## config.mk

```make
export PLATFORM = sky130hd
export DESIGN_NAME = multicycle_controller
export DESIGN_NICKNAME = d
export VERILOG_FILES = /design/src/rtl/multicycle_controller.sv
export SDC_FILE = /design/constraint.sdc
export NUM_CORES = 1
export LEC_CHECK = 0
export BUFFER_PORTS_ARGS = -buffer_cell sky130_fd_sc_hd__buf_4
export CORE_MARGIN = 1
export CORE_UTILIZATION = 52
export CTS_CLUSTER_DIAMETER = 200
export CTS_CLUSTER_SIZE = 10
export DETAILED_ROUTE_END_ITERATION = 16
export PLACE_DENSITY = 0.81
export SLEW_MARGIN = 25
export SYNTH_ARGS = -nofsm -noshare
export SYNTH_HDL_FRONTEND = slang
export SYNTH_SLANG_ARGS = --single-unit
```

## constraint.sdc

```tcl
create_clock -name clk -period 2 [get_ports clk]
set_input_delay 0.3 -clock clk [delete_from_list [all_inputs] [get_ports clk]]
set_output_delay 0.3 -clock clk [all_outputs]
set_load 0.03 [all_outputs]
```

## src/rtl/multicycle_controller.sv

```systemverilog
// rtl/multicycle_controller.sv - Sequencing FSM for a multi-cycle RV32I datapath with a shared ALU and a unified memory port
module multicycle_controller #(
  parameter int MEM_TIMEOUT = 0,
  parameter int INSTRET_W   = 32
) (
  input  logic                 clk,
  input  logic                 rst,
  input  logic [6:0]           opcode,
  input  logic [2:0]           funct3,
  input  logic                 mem_ready,
  output logic                 mem_req,
  output logic                 MemWrite,
  output logic                 AdrSrc,
  output logic                 IRWrite,
  output logic                 PCUpdate,
  output logic                 Branch,
  output logic                 RegWrite,
  output logic [1:0]           ResultSrc,
  output logic [1:0]           ALUSrcA,
  output logic [1:0]           ALUSrcB,
  output logic [1:0]           ALUOp,
  output logic [2:0]           ImmSrc,
  output logic                 instr_done,
  output logic [INSTRET_W-1:0] instret,
  output logic                 fault,
  output logic [1:0]           fault_cause,
  output logic [3:0]           state_o
);

  typedef enum logic [3:0] {
    S_FETCH    = 4'd0,
    S_DECODE   = 4'd1,
    S_MEMADR   = 4'd2,
    S_MEMREAD  = 4'd3,
    S_MEMWB    = 4'd4,
    S_MEMWRITE = 4'd5,
    S_EXECR    = 4'd6,
    S_EXECI    = 4'd7,
    S_ALUWB    = 4'd8,
    S_BRANCH   = 4'd9,
    S_JAL      = 4'd10,
    S_JALR     = 4'd11,
    S_LUI      = 4'd12,
    S_AUIPC    = 4'd13,
    S_FAULT    = 4'd14
  } state_t;

  localparam logic [6:0] OP_LOAD   = 7'b0000011;
  localparam logic [6:0] OP_STORE  = 7'b0100011;
  localparam logic [6:0] OP_R      = 7'b0110011;
  localparam logic [6:0] OP_IMM    = 7'b0010011;
  localparam logic [6:0] OP_BRANCH = 7'b1100011;
  localparam logic [6:0] OP_JAL    = 7'b1101111;
  localparam logic [6:0] OP_JALR   = 7'b1100111;
  localparam logic [6:0] OP_LUI    = 7'b0110111;
  localparam logic [6:0] OP_AUIPC  = 7'b0010111;

  localparam logic [31:0] TIMEOUT = 32'(MEM_TIMEOUT);

  state_t                 state_q, state_d;
  logic [31:0]            wait_q, wait_d;
  logic [INSTRET_W-1:0]   instret_q, instret_d;
  logic                   fault_q, fault_d;
  logic [1:0]             cause_q, cause_d;
  logic                   mem_access;
  logic                   timeout_hit;

  // Ungated view of the request, so the timeout still sees accesses while reset is asserted.
  assign mem_access  = (state_q == S_FETCH) || (state_q == S_MEMREAD) || (state_q == S_MEMWRITE);
  assign timeout_hit = (MEM_TIMEOUT != 0) && mem_access && !mem_ready
                       && ((wait_q + 32'd1) >= TIMEOUT);

  always_ff @(posedge clk) begin
    if (rst) begin
      state_q   <= S_FETCH;
      wait_q    <= '0;
      instret_q <= '0;
      fault_q   <= 1'b0;
      cause_q   <= 2'b00;
    end else begin
      state_q   <= state_d;
      wait_q    <= wait_d;
      instret_q <= instret_d;
      fault_q   <= fault_d;
      cause_q   <= cause_d;
    end
  end

  always_comb begin
    state_d = state_q;
    cause_d = cause_q;
    fault_d = fault_q;
    unique case (state_q)
      S_FETCH:    if (mem_ready) state_d = S_DECODE;
      S_DECODE: begin
        unique case (opcode)
          OP_LOAD, OP_STORE: state_d = S_MEMADR;
          OP_R:              state_d = S_EXECR;
          OP_IMM:            state_d = S_EXECI;
          OP_BRANCH:         state_d = S_BRANCH;
          OP_JAL:            state_d = S_JAL;
          OP_JALR:           state_d = S_JALR;
          OP_LUI:            state_d = S_LUI;
          OP_AUIPC:          state_d = S_AUIPC;
          default: begin
            state_d = S_FAULT;
            fault_d = 1'b1;
            cause_d = 2'b01;
          end
        endcase
      end
      S_MEMADR:   state_d = (opcode == OP_STORE) ? S_MEMWRITE : S_MEMREAD;
      S_MEMREAD:  if (mem_ready) state_d = S_MEMWB;
      S_MEMWB:    state_d = S_FETCH;
      S_MEMWRITE: if (mem_ready) state_d = S_FETCH;
      S_EXECR, S_EXECI, S_JAL, S_LUI, S_AUIPC: state_d = S_ALUWB;
      S_ALUWB, S_BRANCH: state_d = S_FETCH;
      S_JALR:     state_d = S_JAL;
      default:    state_d = S_FAULT;
    endcase
    if (timeout_hit) begin
      state_d = S_FAULT;
      fault_d = 1'b1;
      cause_d = 2'b10;
    end
  end

  always_comb begin
    wait_d = wait_q;
    if (state_d != state_q) begin
      wait_d = '0;
    end else if (mem_access && !mem_ready) begin
      wait_d = wait_q + 32'd1;
    end
    instret_d = instr_done ? instret_q + {{(INSTRET_W-1){1'b0}}, 1'b1} : instret_q;
  end

  always_comb begin
    mem_req    = 1'b0;
    MemWrite   = 1'b0;
    AdrSrc     = 1'b0;
    IRWrite    = 1'b0;
    PCUpdate   = 1'b0;
    Branch     = 1'b0;
    RegWrite   = 1'b0;
    ResultSrc  = 2'b00;
    ALUSrcA    = 2'b00;
    ALUSrcB    = 2'b00;
    ALUOp      = 2'b00;
    instr_done = 1'b0;
    unique case (state_q)
      S_FETCH: begin
        mem_req   = 1'b1;
        ALUSrcB   = 2'b10;
        ResultSrc = 2'b10;
        IRWrite   = mem_ready;
        PCUpdate  = mem_ready;
      end
      S_DECODE: begin
        ALUSrcA = 2'b01;
        ALUSrcB = 2'b01;
      end
      S_MEMADR, S_JALR: begin
        ALUSrcA = 2'b10;
        ALUSrcB = 2'b01;
      end
      S_MEMREAD: begin
        mem_req = 1'b1;
        AdrSrc  = 1'b1;
      end
      S_MEMWB: begin
        ResultSrc  = 2'b01;
        RegWrite   = 1'b1;
        instr_done = 1'b1;
      end
      S_MEMWRITE: begin
        mem_req    = 1'b1;
        MemWrite   = 1'b1;
        AdrSrc     = 1'b1;
        instr_done = mem_ready;
      end
      S_EXECR: begin
        ALUSrcA = 2'b10;
        ALUOp   = 2'b10;
      end
      S_EXECI: begin
        ALUSrcA = 2'b10;
        ALUSrcB = 2'b01;
        ALUOp   = (funct3 == 3'b000) ? 2'b00 : 2'b10;
      end
      S_ALUWB: begin
        RegWrite   = 1'b1;
        instr_done = 1'b1;
      end
      S_BRANCH: begin
        ALUSrcA    = 2'b10;
        ALUOp      = 2'b01;
        Branch     = 1'b1;
        instr_done = 1'b1;
      end
      S_JAL: begin
        ALUSrcA  = 2'b01;
        ALUSrcB  = 2'b10;
        PCUpdate = 1'b1;
      end
      S_LUI: begin
        ALUSrcA = 2'b11;
        ALUSrcB = 2'b01;
      end
      S_AUIPC: begin
        ALUSrcA = 2'b01;
        ALUSrcB = 2'b01;
      end
      default: ;
    endcase
    // Reset must kill any in-flight access or writeback in the very cycle it is seen.
    if (rst) begin
      mem_req    = 1'b0;
      MemWrite   = 1'b0;
      IRWrite    = 1'b0;
      PCUpdate   = 1'b0;
      Branch     = 1'b0;
      RegWrite   = 1'b0;
      instr_done = 1'b0;
    end
  end

  always_comb begin
    unique case (opcode)
      OP_STORE:        ImmSrc = 3'b001;
      OP_BRANCH:       ImmSrc = 3'b010;
      OP_JAL:          ImmSrc = 3'b011;
      OP_LUI, OP_AUIPC: ImmSrc = 3'b100;
      default:         ImmSrc = 3'b000;
    endcase
  end

  assign instret     = instret_q;
  assign fault       = fault_q;
  assign fault_cause = cause_q;
  assign state_o     = state_q;

endmodule

```

==> results.cfg <==
[synth]
ys_ff_latch = 37
yosys.area_share.simple = 0.403
ys_warn_count = 0
syn-cell-area_sq_um = 2340
synth-compound-area-share = 0.141
synth.avg_cell_area_sq_um = 7.66
synth-async-reset-ratio = 0
synth_top_area_share = 0.317
synth.distinct_cells = 52
synth_edf_count = 0
ys_seq_area_frac = 0.317
synth_top_family_by_area = simple AND/OR/NAND/NOR gates
muxShareOfSynthArea = 0
synth-xor-area-share = 0.0787
synth.area.top_cells = dfxtp_1 (32%), nor2_1 (6.9%), xnor2_1 (6.0%), a21oi_1 (4.5%), nor3_1 (3.9%)
synth_fa_ha_area_frac = 0.00535
yosys_most_used_dff = dfxtp_1
synth.net_count = 319
synthCells = 305
synth_top_area_cell = dfxtp_1

[critical_path]
crit_fanout = 7
crit_path_max_incr_delay_ns = 0.40
reg2reg_slack_ns = 0.20
cp.arrival_ns = 1.64
crit_path_end_kind = primary output
critical_path_class = reg -> out
cpMaxStageDelayCell = dfxtp_4
cp_common_cell = buf_4
required_ns = 1.70
r2r_end = instret[19]
crit_chain = buf_8 > nand2b_1 > buf_4 > o21ai_0 > a221o_1 > buf_4
crit_path_start_kind = register
rr_startpoint = state_o[2]
ff2ff_path_depth = 6

[timing]
slew_headroom = 0.638
slew_viol_final = 0
setup_violations = 0
period_minus_slack_ns = 1.94
finalCritPeriodShare = 0.968
setup_tns_ns = 0
tightest_slew_ns = 0.529
setup_ws_ns = 0.0645
timing.fmax_ghz = 0.517
fin_skew_ns = 0.00698
hold_viol_final = 0

[clock_network]
holdBufCountCts = 0
root_buffer = clkbuf_8
cts_buffer_depth = 2
htreeDepth = 2
cts_buffers = 5
cts_tree = built
insertion_delay_ns = 0.29
cts.clk_slew.worst_paths_ns = 0.08
clkSinkCount = 37

[placement]
hpwl_mm = 4.06
post-place-ws_ns = 0.151
dp.cells = 421
port_buffers = 69
dpl_cell_area_sq_um = 2990
gp_congestion = 0.872

[power]
total_power_mw = 3.62
p_leak_nw = 1.30
power_density_nw_per_um2 = 1140
peakVddDrop_uv = 1530

[worst_hold_path]
hold_end = instret[26]
hold_depth = 2
worst_hold_startpoint = rst
hold_class = in -> reg

[global_route]
grt_pass1_vias = 2231
gr-total-overflow = 0
grt_max_degree = 39
grt_first_pass_wirelength_mm = 9.91
antenna_found_initial = 0
grt_usage = 0.246

[final_layout]
stdcell_count = 432
layout_common_cells = buf_4 (88), nor2_1 (41), dfxtp_1 (35), nand2_1 (23), a21oi_1 (21)
drive_above_1_share = 0.316
final_common_cell = buf_4
n_antenna_cell = 0
fin_area_sq_um = 3180
nets = 393
area_delta_synth_final_pct = 36.0

[routing]
routedWlPerCell_um = 13.4
first_iter_violations = 138
wl_mm = 5.80
vias = 2458
drt-pass1-iter-count = 4
vias_per_cell = 5.69
drc = 0
antenna_left = 0

[floorplanning]
core-area_sq_um = 4320
start_util = 0.541
die_h_um = 69.0
rows = 24
pin_count = 71
dieArea_sq_um = 4770
die_w_um = 69.0

[run]
maxCapViolCount = 0

[outcome]
status = finished, final reports clean
[area by class of cell]
cell class	count	area [sq um]
inverters	6	22.5
clock buffers	5	68.8
fillers	346	1150
multi-input cells	240	1530
well taps	52	65.1
clock inverters	3	65.1
repair buffers	89	676
flip-flops and latches	37	748
[metrics by stage]
step,util,hold WS (ns)
floorplan,-,0.498
global placement,0.691,0.471
detailed placement,0.691,0.477
CTS,0.725,0.267
global route,0.735,0.276
finish,0.735,0.272
[cell families (layout without fill, tap and decap cells)]
| logic type | Yosys count | in the layout |
|---|---|---|
| flip-flops | 37 | 37 |
| XOR/XNOR | 21 | 21 |
| AND/OR/NAND/NOR | 163 | 163 |
| buffers and inverters | 28 | 103 |
| other | 1 | 1 |
| adder cells (fa/ha/maj) | 1 | 1 |
| AO/OA/AOI/OAI | 54 | 54 |
[layer usage]
layer / GRT usage / wire (um) / up-vias
met5: 0 / 0 / -
met4: 0.0884 / 65 / 0
met3: 0.0439 / 243 / 7
met2: 0.385 / 2730 / 58
met1: 0.339 / 2760 / 1156
li1: - / - / 1237
[sequential cells by signal, indices dropped and copies added (netlist names)]
register / cells
instret: 32
state_o: 4
fault: 1
[worst max-delay path by stage]
stage | slack, ns | cells after the start | from | endpoint
2_1_floorplan | -0.26 | 4 | state_o[0] | IRWrite
6_report | 0.06 | 6 | state_o[3] | ALUSrcA[1]
3_3_place_gp | 0.19 | 4 | state_o[1] | PCUpdate
3_5_place_dp | 0.15 | 5 | state_o[1] | instret[27]
5_1_grt | -0.03 | 6 | state_o[3] | ALUSrcA[1]
4_1_cts | 0.02 | 6 | state_o[3] | ALUSrcA[1]
[cell usage after synthesis, types with 4 or more instances]
library cell,count
nor2_1,43
o21ai_0,13
nand2_1,23
xnor2_1,16
inv_1,6
xor2_1,5
dfxtp_1,37
nor2b_1,7
nand4_1,8
nand3_1,12
a21oi_1,21
buf_4,4
buf_2,5
clkbuf_1,13
nand2b_1,7
nor4_1,7
or3_1,9
nor3_1,18
nand4b_1,5
[report_power, final]
part / switching, mW / total (mW) / internal [mW] / leakage (nW)
logic: 1.14 / 1.94 / 0.799 / 0.937
registers: 0.111 / 0.913 / 0.802 / 0.300
clock network: 0.273 / 0.769 / 0.495 / 0.0681
total: 1.52 / 3.62 / 2.10 / 1.30
[critical path: cells and delay by family, from the launching register on]
| kind | cells | cell delay, ns |
|---|---|---|
| buf+inv | 3 | 0.43 |
| simple gates | 1 | 0.13 |
| compound gates | 2 | 0.38 |
| flops | 1 | 0.40 |
[timing repair]
item | in CTS | in global routing
gates resized for setup | 5 | 6
endpoints found under the setup margin | 4 | 4
endpoints found under the hold margin | 0 | 0
pin swaps | 0 | 0
setup buffers | 0 | 3
Power figures use the tool's default switching activity.
